==> src/rtl/stepper_pulse_gen_pkg.sv <==
// Shared definitions for the per-axis STEP/DIR pulse generator: FSM states,
// direction encoding and default timing constants.
package stepper_pulse_gen_pkg;

    typedef enum logic [1:0] {
        ST_IDLE       = 2'd0,
        ST_DIR_SETUP  = 2'd1,
        ST_PULSE_HIGH = 2'd2,
        ST_PULSE_LOW  = 2'd3
    } step_state_t;

    localparam logic DIR_FWD = 1'b0;
    localparam logic DIR_REV = 1'b1;

    localparam int DEF_PULSE_CYCLES     = 200;
    localparam int DEF_DIR_SETUP_CYCLES = 500;
    localparam int DEF_MIN_PERIOD       = 400;
    localparam int DEF_POS_W            = 32;

endpackage

==> src/rtl/stepper_pulse_gen_sync_2ff.sv <==
// Two-flop synchronizer for a single asynchronous level (limit switches).
module stepper_pulse_gen_sync_2ff (
    input  logic clock,
    input  logic reset,
    input  logic d,
    output logic q
);

    logic sync_p0;

    always_ff @(posedge clock or negedge reset) begin
        if (!reset) begin
            sync_p0 <= 1'b0;
            q       <= 1'b0;
        end else begin
            sync_p0 <= d;
            q       <= sync_p0;
        end
    end

endmodule

==> src/rtl/stepper_pulse_gen.sv <==
// STEP/DIR pulse generator for one stepper axis: period control, DIR setup,
// limit-switch inhibit and a signed step-position counter.
module stepper_pulse_gen
    import stepper_pulse_gen_pkg::*;
#(
    parameter int PULSE_CYCLES     = DEF_PULSE_CYCLES,
    parameter int DIR_SETUP_CYCLES = DEF_DIR_SETUP_CYCLES,
    parameter int MIN_PERIOD       = DEF_MIN_PERIOD,
    parameter int POS_W            = DEF_POS_W
) (
    input  logic                    clock,
    input  logic                    reset,
    input  logic                    enable,
    input  logic [31:0]             speed,
    input  logic [31:0]             direction,
    input  logic                    limit_fwd,
    input  logic                    limit_rev,
    input  logic                    zero_pos,
    output logic                    step_out,
    output logic                    dir_out,
    output logic                    busy,
    output logic                    limit_block,
    output logic signed [POS_W-1:0] position
);

    localparam logic signed [POS_W-1:0] POS_ONE = POS_W'(1);

    function automatic logic [31:0] clamp_period(input logic [31:0] req,
                                                 input logic [31:0] floor_val);
        return (req < floor_val) ? floor_val : req;
    endfunction

    step_state_t state;
    logic [31:0] cnt;
    logic [31:0] per_cnt;
    logic [31:0] period_clk;
    logic        lim_fwd_s, lim_rev_s, lim_dir;
    logic        active_req, request, step_slot, dir_match;
    logic        go_pulse, go_setup;
    logic        unused_dir_hi;

    stepper_pulse_gen_sync_2ff u_sync_fwd (
        .clock (clock),
        .reset (reset),
        .d     (limit_fwd),
        .q     (lim_fwd_s)
    );

    stepper_pulse_gen_sync_2ff u_sync_rev (
        .clock (clock),
        .reset (reset),
        .d     (limit_rev),
        .q     (lim_rev_s)
    );

    assign unused_dir_hi = ^direction[31:1];
    assign period_clk    = clamp_period(speed, 32'(MIN_PERIOD));
    assign lim_dir       = (direction[0] == DIR_REV) ? lim_rev_s : lim_fwd_s;
    assign active_req    = enable && (speed != '0);
    assign request       = active_req && !lim_dir;
    assign limit_block   = active_req && lim_dir;
    assign busy          = (state != ST_IDLE);
    assign dir_match     = (direction[0] == dir_out);

    // A new step may only be launched from IDLE or once the full period has run out.
    always_comb begin
        step_slot = (state == ST_IDLE) || (state == ST_PULSE_LOW && per_cnt == '0);
        go_setup  = request && step_slot && !dir_match;
        go_pulse  = request && dir_match &&
                    (step_slot || (state == ST_DIR_SETUP && cnt == '0));
    end

    always_ff @(posedge clock or negedge reset) begin
        if (!reset) begin
            state    <= ST_IDLE;
            step_out <= 1'b0;
            dir_out  <= DIR_FWD;
            cnt      <= '0;
            per_cnt  <= '0;
            position <= '0;
        end else begin
            if (per_cnt != '0)
                per_cnt <= per_cnt - 32'd1;

            if (go_pulse) begin
                state    <= ST_PULSE_HIGH;
                step_out <= 1'b1;
                cnt      <= 32'(PULSE_CYCLES - 1);
                per_cnt  <= period_clk - 32'd1;
                position <= (dir_out == DIR_REV) ? position - POS_ONE : position + POS_ONE;
            end else if (go_setup) begin
                state   <= ST_DIR_SETUP;
                dir_out <= direction[0];
                cnt     <= 32'(DIR_SETUP_CYCLES - 1);
            end else begin
                case (state)
                    ST_DIR_SETUP: begin
                        if (!request || !dir_match)
                            state <= ST_IDLE;
                        else if (cnt != '0)
                            cnt <= cnt - 32'd1;
                    end
                    ST_PULSE_HIGH: begin
                        if (cnt == '0) begin
                            step_out <= 1'b0;
                            state    <= ST_PULSE_LOW;
                        end else begin
                            cnt <= cnt - 32'd1;
                        end
                    end
                    ST_PULSE_LOW: begin
                        if (per_cnt == '0)
                            state <= ST_IDLE;
                    end
                    default: ;
                endcase
            end

            // Clearing the count takes priority over a step on the same edge.
            if (zero_pos)
                position <= '0;
        end
    end

endmodule
==> config.mk <==
export PLATFORM = sky130hd
export DESIGN_NAME = stepper_pulse_gen
export DESIGN_NICKNAME = d
export VERILOG_FILES = /design/src/rtl/stepper_pulse_gen_pkg.sv /design/src/rtl/stepper_pulse_gen_sync_2ff.sv /design/src/rtl/stepper_pulse_gen.sv
export SDC_FILE = /design/constraint.sdc
export NUM_CORES = 1
export LEC_CHECK = 0
export ABC_CLOCK_PERIOD_IN_PS = 5660
export CORE_MARGIN = 5
export CORE_UTILIZATION = 56
export CTS_CLUSTER_DIAMETER = 30
export DETAILED_ROUTE_END_ITERATION = 10
export PLACE_DENSITY_LB_ADDON = 0.2
export SETUP_SLACK_MARGIN = 0.1
export SYNTH_ARGS = -nofsm -noshare
export SYNTH_HDL_FRONTEND = slang
export SYNTH_HIERARCHICAL = 1
export SYNTH_SLANG_ARGS = --single-unit
==> constraint.sdc <==
create_clock -name clock -period 5.66 [get_ports clock]
set_clock_uncertainty 0.15 [all_clocks]
set_input_delay 1.698 -clock clock [delete_from_list [all_inputs] [get_ports clock]]
set_output_delay 1.698 -clock clock [all_outputs]
set_load 0.05 [all_outputs]
# --- Word-level counts from Yosys, hierarchy flattened ---
# Cells that the tools add are included.
totals:
  reg_bits: 104
  inputBits: 70
  output_inout_bits: 36
classes:
  n_eq_ne: 11
  bitwise_logic: 1
  add_sub_neg: 5
  reduce_logical: 32
  magnitude_cmp: 1
  mux: 23
op_table:
  columns: ["op", "n"]
  rows:
  - ["$mux 32", 11]
  - ["$reduce_bool 32->1", 3]
  - ["$sub 32x1->32 const B", 3]
  - ["$logic_not 32->1", 2]
  - ["$pmux 32 s2", 1]
  - ["$add 32x2->32 const B", 1]
  - ["$lt 32x9->1 const B", 1]
  - ["$sub 32x2->32 const B", 1]
  - ["$ne 4x3->1 const B", 3]
  - ["$ne 4x4->1 const B", 3]
  - ["$mux 2", 5]
  - ["$reduce_bool 2->1", 5]
  - ["$logic_and 1x1->1", 9]
  - ["$reduce_and 4->1", 2]
  - ["$pmux 2 s3", 1]
  - ["$mux 1", 5]
  - ["$reduce_bool 5->1", 1]
  - ["$eq 2x2->1 const B", 2]
  - ["$reduce_bool 4->1", 1]
  - ["$logic_not 1->1", 3]
  - ["$logic_or 1x1->1", 3]
  - ["$reduce_and 3->1", 1]
  - ["$eq 2x1->1 const B", 1]
  - ["$logic_not 2->1", 1]
  - ["4 further kinds", 4]

# --- Depth between registers and ports, before layout ---
depth:
  depth_word: 9
  ltp_mapped: 20

# --- By module ---
# Netlist, hierarchy kept.
modules_own_cells:
  columns: ["module", "n_inst", "area_each_um2", "cells_per_inst"]
  rows:
  - ["stepper_pulse_gen", 1, 7445.9, 882]
  - ["stepper_pulse_gen_sync_2ff", 2, 50.0, 2]

# --- Worst setup path after synthesis ---
# Ideal clock, no wire load.
synth_timing:
  kind: "input port to flip-flop"
  from: "input port speed[12]"
  to: "register per_cnt[20]"
  path_buffers: 4
  setup_ps: 138
  t_arrival_ps: 5511
  required_time_ps: 5372
  path_slack_ps: -139
  stages: 18
  cell_sequence: "or3_1 or4_4 o41a_1 o211a_2 buf_6 buf_8 buf_12 buf_2 and3_1 a21oi_1 ha_1 nor4b_1 nand3_1 mux2i_4 o21ai_2 nor3_4 xnor2_1 o22ai_1"
synth_between:
  elab_chain_cells: 6
  elab_cells_between_ends: 10
  classes_between: "1 x add/sub; 1 x order compare; 2 x mux; 6 x reduce/logical"
synth_lines:
  columns: ["element", "line", "text"]
  rows:
  - ["from (decl)", "stepper_pulse_gen.sv:14", "input logic [31:0] speed,"]
  - ["parallel branches: the longest is 6 deep, another holds $lt 32x9->1", null, null]
  - ["to (signal assigned)", "stepper_pulse_gen.sv:83", "per_cnt <= per_cnt - 32'd1;"]
  - ["to (signal assigned)", "stepper_pulse_gen.sv:89", "per_cnt <= period_clk - 32'd1;"]
  - ["to (decl)", "stepper_pulse_gen.sv:35", "logic [31:0] per_cnt;"]
# Several ways; the timed one is not identified.
# A chain may end at the register's enable or synchronous reset.

# --- Worst setup path in the final report ---
layout_timing:
  from: "input port speed[12]"
  to: "output port limit_block"
layout_between:
  elab_chain_cells: 3
layout_lines:
  columns: ["element", "line", "text"]
  rows:
  - ["$reduce_bool 32->1", "stepper_pulse_gen.sv:59", "assign active_req = enable && (speed != '0);"]
  - ["$logic_and 1x1->1", "stepper_pulse_gen.sv:59", null]
  - ["$logic_and 1x1->1", "stepper_pulse_gen.sv:61", "assign limit_block = active_req && lim_dir;"]
  - ["to (decl)", "stepper_pulse_gen.sv:22", "output logic limit_block,"]
# No other way between the ends.

==> flow_summary_export.csv <==
group,metric,value,unit
run_status,outcome,"finished, final reports clean",
power_and_ir_drop,pwr-share-seq,31.7,%
cells_and_area,final_cell_mix,"dfrtp_1, nand2_1, nor2_1",
synth,synth_edf_count,0,
synth,ys_seq_area_share,34.5,%
sta,fin_crit_sh,96.4,%
cells_and_area,fin_util,67.7,%
sta,tightest_slew,855,ps
place,place.gp.congestion,0.887,
clocking,cts_root_buffer,"clkbuf_16",
clocking,cts_made_buffers,9,
floorplan,die_h,126,µm
worst_setup_path,end_kind,"output pin",
sta,setup_viol,0,
cells_and_area,nets,1079,
synth,ys_ff_latch,104,
synth,async_flop_share,100,%
synth,syn_nets,994,
flow_run,cap_viol_max_count,0,
cells_and_area,drive_gt1_share,9.23,%
synth,synthCells,886,
global_route,grt_remaining_overflow,0,
worst_setup_path,critPathLaunchType,"primary input",
sta,hold_viol_final,0,
global_route,grt_pass1_vias,6458,
routing,wl,18.9,mm
synth,syn_avg_cell_area,8.52,µm²
clocking,hold_buffers,0,
routing,antenna_left,0,
place,place_ws,-83.2,ps
synth,synth.distinct_cells,82,
sta,slew_headroom,43.0,%
worst_setup_path,cp_num_buf_inv,2,
power_and_ir_drop,p_clk_share,17.7,%
floorplan,rows,42,
power_and_ir_drop,pwr-share-comb,50.6,%
sta,min_period,5450,ps
worst_setup_path,slowest_delay,480,ps
routing,routed-via-count,6947,
floorplan,core,13200,µm²
power_and_ir_drop,switchingPower,1.62,mW
floorplan,ioPinCount,106,
worst_setup_path,cp_max_fo,3,
synth,synth_flop_cell,"dfrtp_1",
cells_and_area,finalNonFillerCells,1151,
routing,drc,0,
global_route,grtUsageTotal,23.6,%
power_and_ir_drop,p_per_area,409,nW/µm²
power_and_ir_drop,p_sw_share,44.2,%
clocking,cts.sinks,104,
global_route,grt_pass1_wl,31.5,mm
routing,drtIter0Drc,742,
place,port_buffers,74,
cells_and_area,diodes,0,
worst_setup_path,crit_family,"simple AND/OR/NAND/NOR gates",
routing,dr.pass1.iters,5,
floorplan,initial_core_util,57.0,%
synth,syn_area,7550,µm²
power_and_ir_drop,p_leak,3.74,nW
routing,avgRoutedWirePerCell,16.4,µm
sta,worst_slack,206,ps
global_route,grt_start_max_net_pins,77,
sta,tns,0,ps
worst_setup_path,worstPathRequired,3810,ps
global_route,grt_antenna_before_repair,0,
worst_setup_path,path_cells,"clkdlybuf4s50_1, or3_1, or4_4, o41ai_4, nor2_1, buf_4",
cells_and_area,layout_commonest_cell,"dfrtp_1",
sta,rsz0062_at_grt,"true",
place,dp.cells,1135,
worst_setup_path,worstSetupPathType,"in -> out",
clocking,clock_latency,360,ps
floorplan,die_w,126,µm
worst_setup_path,crit_arrival,3610,ps
cells_and_area,syn2layout_area_growth,18.8,%
sta,drv_slew,0,
clocking,cts.htree.levels,3,
synth,yosysWarningCount,6,
clocking,cts_buffer_depth,2,
place,dp_hpwl,13.4,mm
worst_setup_path,slowest_stage,"or4_4",
min_path,hold_path.class,"reg -> reg",
sta,finalHoldWorstSlack,199,ps
power_and_ir_drop,internal-power,2.04,mW
clocking,path_clk_slew,70,ps
power_and_ir_drop,ir_worst_vdd,0.273,mV
routing,drt-vias-per-instance,6.04,
sta,fmax,0.183,GHz
clocking,cts_tree,"done",
floorplan,die_area,15900,µm²
## power by group through the flow
stage	sequential, mW	combinational [mW]	clock (mW)
3_5_place_dp	1.16	1.84	0
5_1_grt	1.19	2.04	0.691
4_1_cts	1.15	1.85	0.660
6_report	1.16	1.86	0.648
3_3_place_gp	1.16	1.80	0
2_1_floorplan	1.28	1.26	0
## final cells by class
cell class	instances	area [µm²]
Clock buffer	10	239
Tap cell	176	220
Clock inverter	5	63.8
Timing Repair Buffer	112	1030
Fill cell	1154	4280
Sequential cell	104	2600
Multi-Input combinational cell	723	4720
Inverter	21	78.8
## kinds of logic (layout without fill, tap and decap cells)
family          Yosys count  after routing  share of synthesized area [%]
flops                   104            104                           34.5
xor+xnor                 84             84                           9.75
simple gates            374            374                           25.5
buf+inv                  59            148                           3.83
mux                      12             12                           1.91
fa+ha+maj                38             38                           6.40
compound gates          215            215                           18.2
## worst paths after layout
path,depth (start not counted),from,end,slack [ps]
setup / recovery,6,speed[12],limit_block,210
hold / removal,0,u_sync_rev/sync_p0,u_sync_rev/q,200
setup reg to reg,10,cnt[2],per_cnt[29],1370
hold reg to reg,0,u_sync_rev/sync_p0,u_sync_rev/q,200
max in group asynchronous,2,reset,cnt[1],3320
min in group asynchronous,1,reset,per_cnt[17],1070
## sequential cells by signal, summed over array words and instances (netlist names)
name                count
position               32
u_sync_fwd/sync_p0      1
u_sync_rev/sync_p0      1
u_sync_fwd/q            1
cnt                    32
u_sync_rev/q            1
state                   2
step_out                1
dir_out                 1
per_cnt                32
## cells in the mapped netlist (all sizes together), types with 4 or more instances
| library cell | instances | area share [%] |
|---|---|---|
| a21o | 13 | 1.3 |
| a21oi | 82 | 5.6 |
| a31oi | 9 | 0.75 |
| and3 | 6 | 0.50 |
| buf | 27 | 2.2 |
| clkbuf | 11 | 0.55 |
| dfrtp | 104 | 34 |
| ha | 37 | 6.1 |
| inv | 21 | 1.0 |
| mux2i | 9 | 1.5 |
| nand2 | 96 | 4.8 |
| nand2b | 9 | 0.75 |
| nand3 | 27 | 1.8 |
| nand3b | 7 | 0.70 |
| nand4 | 7 | 0.58 |
| nor2 | 87 | 4.3 |
| nor2b | 6 | 0.50 |
| nor3 | 51 | 3.9 |
| nor3b | 4 | 0.40 |
| nor4 | 20 | 1.7 |
| nor4b | 6 | 0.70 |
| o211ai | 5 | 0.56 |
| o21ai | 38 | 2.6 |
| o221ai | 4 | 0.46 |
| o22ai | 20 | 1.7 |
| o311ai | 4 | 0.46 |
| o31ai | 4 | 0.40 |
| or3 | 20 | 1.7 |
| or4 | 15 | 1.7 |
| xnor2 | 57 | 6.6 |
| xor2 | 27 | 3.1 |
## layer usage
metal	part of all wire, %	GRT usage, %	wire (µm)	up-vias
li1	-	-	-	3403
met4	1.9	6.25	350	0
met5	0	0	0	-
met2	46	37.3	8710	203
met3	5.2	4.95	993	30
met1	47	33.1	8860	3311
## timing repair
action | in CTS | in global routing
setup endpoints to repair | 1 | 4
resized for setup | 2 | 1
pin swaps | 1 | 0
setup buffers | 0 | 1
## stage by stage
| step | total power [mW] | instance area [µm²] |
|---|---|---|
| 3_5_place_dp | 3.00 | 8630 |
| 3_3_place_gp | 2.96 | 8630 |
| 5_1_grt | 3.92 | 8960 |
| 2_1_floorplan | 2.53 | 7580 |
| 6_report | 3.66 | 8960 |
| 4_1_cts | 3.66 | 8950 |
Note: power is estimated with default switching activity, not from simulation.
